`src/rtl/mb_clk_gate_ctrl_if.sv`:
```
// Mainband clock-gate control bundle: ungate request and idle status in,
// ICG enable and wake status out.
interface mb_clk_gate_ctrl_if;
    logic       i_clk_gate_en;
    logic       i_tx_idle;
    logic       o_mb_clk_en;
    logic       o_ltsm_is_waked_up;
    logic [1:0] o_gate_state;
    logic       o_gated;

    // master: wake handshake / datapath side; slave: the gate controller
    modport master (
        output i_clk_gate_en,
        output i_tx_idle,
        input  o_mb_clk_en,
        input  o_ltsm_is_waked_up,
        input  o_gate_state,
        input  o_gated
    );

    modport slave (
        input  i_clk_gate_en,
        input  i_tx_idle,
        output o_mb_clk_en,
        output o_ltsm_is_waked_up,
        output o_gate_state,
        output o_gated
    );
endinterface

```
`src/rtl/mb_clk_gate_ctrl.sv`:
```
// Mainband ICG controller: clock-settle delay before reporting awake and an
// idle-drain hysteresis before re-gating.
module mb_clk_gate_ctrl #(
    parameter int unsigned WAKE_DLY  = 4,
    parameter int unsigned SLEEP_DLY = 8,
    parameter int unsigned CNT_W     =
        $clog2(((WAKE_DLY > SLEEP_DLY) ? WAKE_DLY : SLEEP_DLY) + 1)
) (
    input  logic                i_clk,
    input  logic                i_rst,
    mb_clk_gate_ctrl_if.slave   gate
);

    typedef enum logic [1:0] {
        GATED  = 2'b00,
        WAKE   = 2'b01,
        ACTIVE = 2'b10,
        DRAIN  = 2'b11
    } state_t;

    state_t             state_q, state_d;
    logic [CNT_W-1:0]   cnt_q, cnt_d;
    logic               mb_clk_en_q;
    logic               waked_q;
    logic               gated_q;
    logic [1:0]         gate_state_q;

    always_comb begin
        state_d = state_q;
        cnt_d   = cnt_q;
        case (state_q)
            GATED: begin
                if (gate.i_clk_gate_en) begin
                    state_d = WAKE;
                    cnt_d   = '0;
                end
            end
            WAKE: begin
                if (!gate.i_clk_gate_en) begin
                    state_d = GATED;
                    cnt_d   = '0;
                end else if (cnt_q == CNT_W'(WAKE_DLY - 1)) begin
                    state_d = ACTIVE;
                    cnt_d   = '0;
                end else begin
                    cnt_d = cnt_q + CNT_W'(1);
                end
            end
            ACTIVE: begin
                if (!gate.i_clk_gate_en) begin
                    state_d = DRAIN;
                    cnt_d   = '0;
                end
            end
            DRAIN: begin
                // Clock never stopped here, so a re-request skips the settle delay
                if (gate.i_clk_gate_en) begin
                    state_d = ACTIVE;
                    cnt_d   = '0;
                end else if (!gate.i_tx_idle) begin
                    cnt_d = '0;
                end else if (cnt_q == CNT_W'(SLEEP_DLY - 1)) begin
                    state_d = GATED;
                    cnt_d   = '0;
                end else begin
                    cnt_d = cnt_q + CNT_W'(1);
                end
            end
            default: begin
                state_d = GATED;
                cnt_d   = '0;
            end
        endcase
    end

    // Outputs decode the next state so they move on the same edge as the state
    always_ff @(posedge i_clk or posedge i_rst) begin
        if (i_rst) begin
            state_q      <= GATED;
            cnt_q        <= '0;
            mb_clk_en_q  <= 1'b0;
            waked_q      <= 1'b0;
            gated_q      <= 1'b1;
            gate_state_q <= 2'b00;
        end else begin
            state_q      <= state_d;
            cnt_q        <= cnt_d;
            mb_clk_en_q  <= (state_d != GATED);
            waked_q      <= (state_d == ACTIVE);
            gated_q      <= (state_d == GATED);
            gate_state_q <= state_d;
        end
    end

    assign gate.o_mb_clk_en        = mb_clk_en_q;
    assign gate.o_ltsm_is_waked_up = waked_q;
    assign gate.o_gated            = gated_q;
    assign gate.o_gate_state       = gate_state_q;

endmodule
```
`src/flat_wrapper.sv`:
```
// flat-port wrapper written by rule: the top's interface ports become plain ports
module mb_clk_gate_ctrl_flat 
#(
    parameter int unsigned WAKE_DLY  = 4,
    parameter int unsigned SLEEP_DLY = 8,
    parameter int unsigned CNT_W     =
        $clog2(((WAKE_DLY > SLEEP_DLY) ? WAKE_DLY : SLEEP_DLY) + 1)
)
  (i_clk, i_rst, gate_i_clk_gate_en, gate_i_tx_idle, gate_o_mb_clk_en, gate_o_ltsm_is_waked_up, gate_o_gate_state, gate_o_gated);
  mb_clk_gate_ctrl_if gate_i ();
  input  logic i_clk;
  input  logic i_rst;
  input wire logic [$bits(gate_i.i_clk_gate_en)-1:0] gate_i_clk_gate_en;
  input wire logic [$bits(gate_i.i_tx_idle)-1:0] gate_i_tx_idle;
  output wire logic [$bits(gate_i.o_mb_clk_en)-1:0] gate_o_mb_clk_en;
  output wire logic [$bits(gate_i.o_ltsm_is_waked_up)-1:0] gate_o_ltsm_is_waked_up;
  output wire logic [$bits(gate_i.o_gate_state)-1:0] gate_o_gate_state;
  output wire logic [$bits(gate_i.o_gated)-1:0] gate_o_gated;
  assign gate_i.i_clk_gate_en = gate_i_clk_gate_en;
  assign gate_i.i_tx_idle = gate_i_tx_idle;
  assign gate_o_mb_clk_en = gate_i.o_mb_clk_en;
  assign gate_o_ltsm_is_waked_up = gate_i.o_ltsm_is_waked_up;
  assign gate_o_gate_state = gate_i.o_gate_state;
  assign gate_o_gated = gate_i.o_gated;
  mb_clk_gate_ctrl #(.WAKE_DLY(WAKE_DLY), .SLEEP_DLY(SLEEP_DLY), .CNT_W(CNT_W)) u_core (.i_clk(i_clk), .i_rst(i_rst), .gate(gate_i));
endmodule
```
`config.mk`:
```
export PLATFORM = sky130hd
export DESIGN_NAME = mb_clk_gate_ctrl_flat
export DESIGN_NICKNAME = d
export VERILOG_FILES = /design/src/rtl/mb_clk_gate_ctrl_if.sv /design/src/rtl/mb_clk_gate_ctrl.sv /design/src/flat_wrapper.sv
export SDC_FILE = /design/constraint.sdc
export NUM_CORES = 1
export LEC_CHECK = 0
export ABC_AREA = 0
export BUFFER_PORTS_ARGS = -buffer_cell sky130_fd_sc_hd__clkbuf_2
export CAP_MARGIN = 0
export CORE_AREA = 2 2 39 41
export CTS_CLUSTER_SIZE = 12
export DETAILED_ROUTE_END_ITERATION = 7
export DIE_AREA = 0 0 41 43
export SLEW_MARGIN = 10
export SYNTH_ARGS = -nofsm -noshare
export SYNTH_HDL_FRONTEND = slang
export SYNTH_SLANG_ARGS = --single-unit
export TNS_END_PERCENT = 1
```
`constraint.sdc`:
```
create_clock -name i_clk -period 1.8 [get_ports i_clk]
set_input_delay 0 -clock i_clk [delete_from_list [all_inputs] [get_ports i_clk]]
set_output_delay 0 -clock i_clk [all_outputs]
set_load 0.05 [all_outputs]
```
==> metrics.yaml <==
outcome:
  status: "finished, final reports clean"
placement:
  io_buffer_count: 8
  place.gp.congestion: 0.6973
  dp_hpwl_um: 623.4
  numPlacedInstances: 69
  dpl_cell_area_sq_um: 509.2
yosys:
  ys_seq_area_frac: 0.5042
  synth_enable_flop_cells: 0
  synth.most_common_cell: "dfrtp_1"
  synth_ff_type: "dfrtp_1"
  async_reset_ff_frac: 1.000
  netlist_instances: 45
  synthTopCellsByArea: "dfrtp_1, dfstp_2, a21oi_1"
  ys_seq_elements: 9
  synth_common_cells: "dfrtp_1, a21oi_1, nand2_1"
  yosysTopAreaCell: "dfrtp_1"
  synth_cell_types: 23
  synth_area_sq_um: 449.2
  ys_warn_count: 0
  synth_area_per_cell_sq_um: 9.982
  synth_fp_nets: 50
  yosysTopAreaCellShare: 0.4457
clocking:
  h-tree-depth: 1
  holdBufCountCts: 2
  cts_buffers: 3
  cts_setup_buffers: 0
  cts_tree: "done"
  clk_latency_ns: 0.26
  cts_sinks: 9
  cts.clk_slew.worst_paths_ns: 0.06
  root_buffer: "clkbuf_4"
  cts_resized: 0
  clk_path_buf_depth: 2
global_routing:
  grt_first_pass_wirelength_mm: 1.524
  grt.overflow.total: 0
  grt.total_usage: 0.1381
  grt_start_max_net_pins: 10
  grt_pass1_vias: 351
  antenna_found_initial: 0
timing:
  finalSetupViolCount: 0
  finalHoldViolCount: 0
  slew_viol_final: 0
  fin_crit_sh: 0.9022
  max_slew_margin: 0.7328
  max_freq_ghz: 0.6158
  setup-tns-final_ns: 0
  clock_skew_ns: 0.005507
  rsz0062_at_grt: "false"
  hold_slack_ns: 0.04238
  min_period_ns: 1.624
  tightest_slew_ns: 0.3977
worst_setup_path:
  crit_path_start_kind: "flop"
  critPathMaxFanout: 5
  slowest_delay_ns: 0.48
  timing.rr.start: "u_core.cnt_q[0]"
  critPathKind: "reg -> reg"
  path_cells: "ha_1, or3b_1, a31oi_1, or4b_1, o311ai_1"
  endpoint_kind: "flop"
  required_ns: 1.97
  cp_slowest_cell: "or4b_1"
  setup.worst_path.start: "u_core.cnt_q[0]"
  cp_data_arrival_time_ns: 1.79
worst_hold_path:
  min_path_type: "in -> reg"
  worstHoldStart: "gate_i_tx_idle"
final_layout:
  diodes: 0
  n_fill_cell: 143
  syn2layout_area_growth_pct: 23.68
  final_cell_area_sq_um: 555.5
  drive_above_1_share: 0.2542
  finalNetCount: 65
  fin_cells: 75
detailed_routing:
  wl_per_cell_um: 12.03
  ant_nets: 0
  drcViolationCount: 0
  first_pass_iters: 2
  drt_iter0_markers: 2
  via_count: 378
  wl_um: 902
  avgViaCountPerCell: 5.040
die:
  rows: 14
  core_area_sq_um: 1384
  die_area_sq_um: 1763
  initial_utilization: 0.3246
  io_pins: 9
  die_w_um: 41
  die_y_um: 43
power:
  power_leakage_nw: 0.2518
  peakVddDrop_mv: 0.5576
  p_per_area_nw_per_um2: 1346
run:
  drv_cap: 0
[placed cells by master, fill, tap and decap left out, types with 2 or more instances in the layout]
| master | count |
|---|---|
| dlygate4sd3_1 | 2 |
| nand3_1 | 2 |
| and2b_2 | 2 |
| clkbuf_4 | 3 |
| nor2_1 | 2 |
| dfrtp_1 | 8 |
| nand2_1 | 5 |
| clkbuf_2 | 8 |
| inv_1 | 4 |
| o21ai_0 | 2 |
| a21oi_1 | 5 |
[cells by family after synthesis]
| group | count (synthesis) | share of synthesized area |
|---|---|---|
| compound gates | 11 | 0.1449 |
| xor+xnor | 1 | 0.01950 |
| fa+ha+maj | 1 | 0.02785 |
| buf+inv | 4 | 0.03342 |
| flops | 9 | 0.5042 |
| mux | 1 | 0.02229 |
| simple gates | 18 | 0.2479 |
[stage by stage]
step	utilization	worst slack (ns)	total power, mW
after floorplan	-	0.07933	0.5251
after global placement	0.3680	0.2068	0.5883
after detailed placement	0.3680	0.1855	0.5927
after CTS	0.4014	0.1656	0.7572
after global routing	0.4014	0.06071	0.8034
final	0.4014	0.1760	0.7478
[layout make-up]
class                   count  area (sq um)  share of cell area
inverters                   4         15.01             0.02703
repair buffers             10         60.06              0.1081
flip-flops and latches      9         226.5              0.4077
well taps                  16         20.02             0.03604
clock buffers               4         26.28             0.04730
multi-input cells          32         207.7              0.3739
[metal layers]
metal,vias to the layer above,track usage,share of wire
li1,190,-,-
met1,176,0.1800,0.47
met2,10,0.1719,0.45
met3,2,0.09424,0.061
met4,0,0.06000,0.016
met5,-,0,0
[worst paths after layout]
| check | endpoint | slack [ns] | cells past startpoint |
|---|---|---|---|
| min reg2reg | u_core.cnt_q[0] | 0.51 | 1 |
| min in group asynchronous | u_core.cnt_q[0] | 0.22 | 3 |
| max in group asynchronous | u_core.gate.o_gated | 1.27 | 3 |
| min | u_core.gate.o_gated | 0.04 | 3 |
| max | u_core.cnt_q[2] | 0.18 | 5 |
| max reg2reg | u_core.cnt_q[2] | 0.18 | 5 |
[registers in the layout, summed over array words and instances (netlist names)]
register,count
u_core.cnt_q,4
u_core.state_q,2
u_core.gate.o_gated,1
u_core.gate.o_ltsm_is_waked_up,1
u_core.gate.o_mb_clk_en,1
[power breakdown]
group | switching (mW) | internal [mW]
logic | 0.191 | 0.0868
clock network | 0.0722 | 0.0855
registers | 0.0560 | 0.256
[critical path, delay by kind of cell, from the launching register on]
family	cells	cell delay (ns)
AO/OA/AOI/OAI	2	0.20
adder cells (fa/ha/maj)	1	0.26
flip-flops	1	0.41
AND/OR/NAND/NOR	2	0.67
Note: power is estimated with default switching activity, not from simulation.
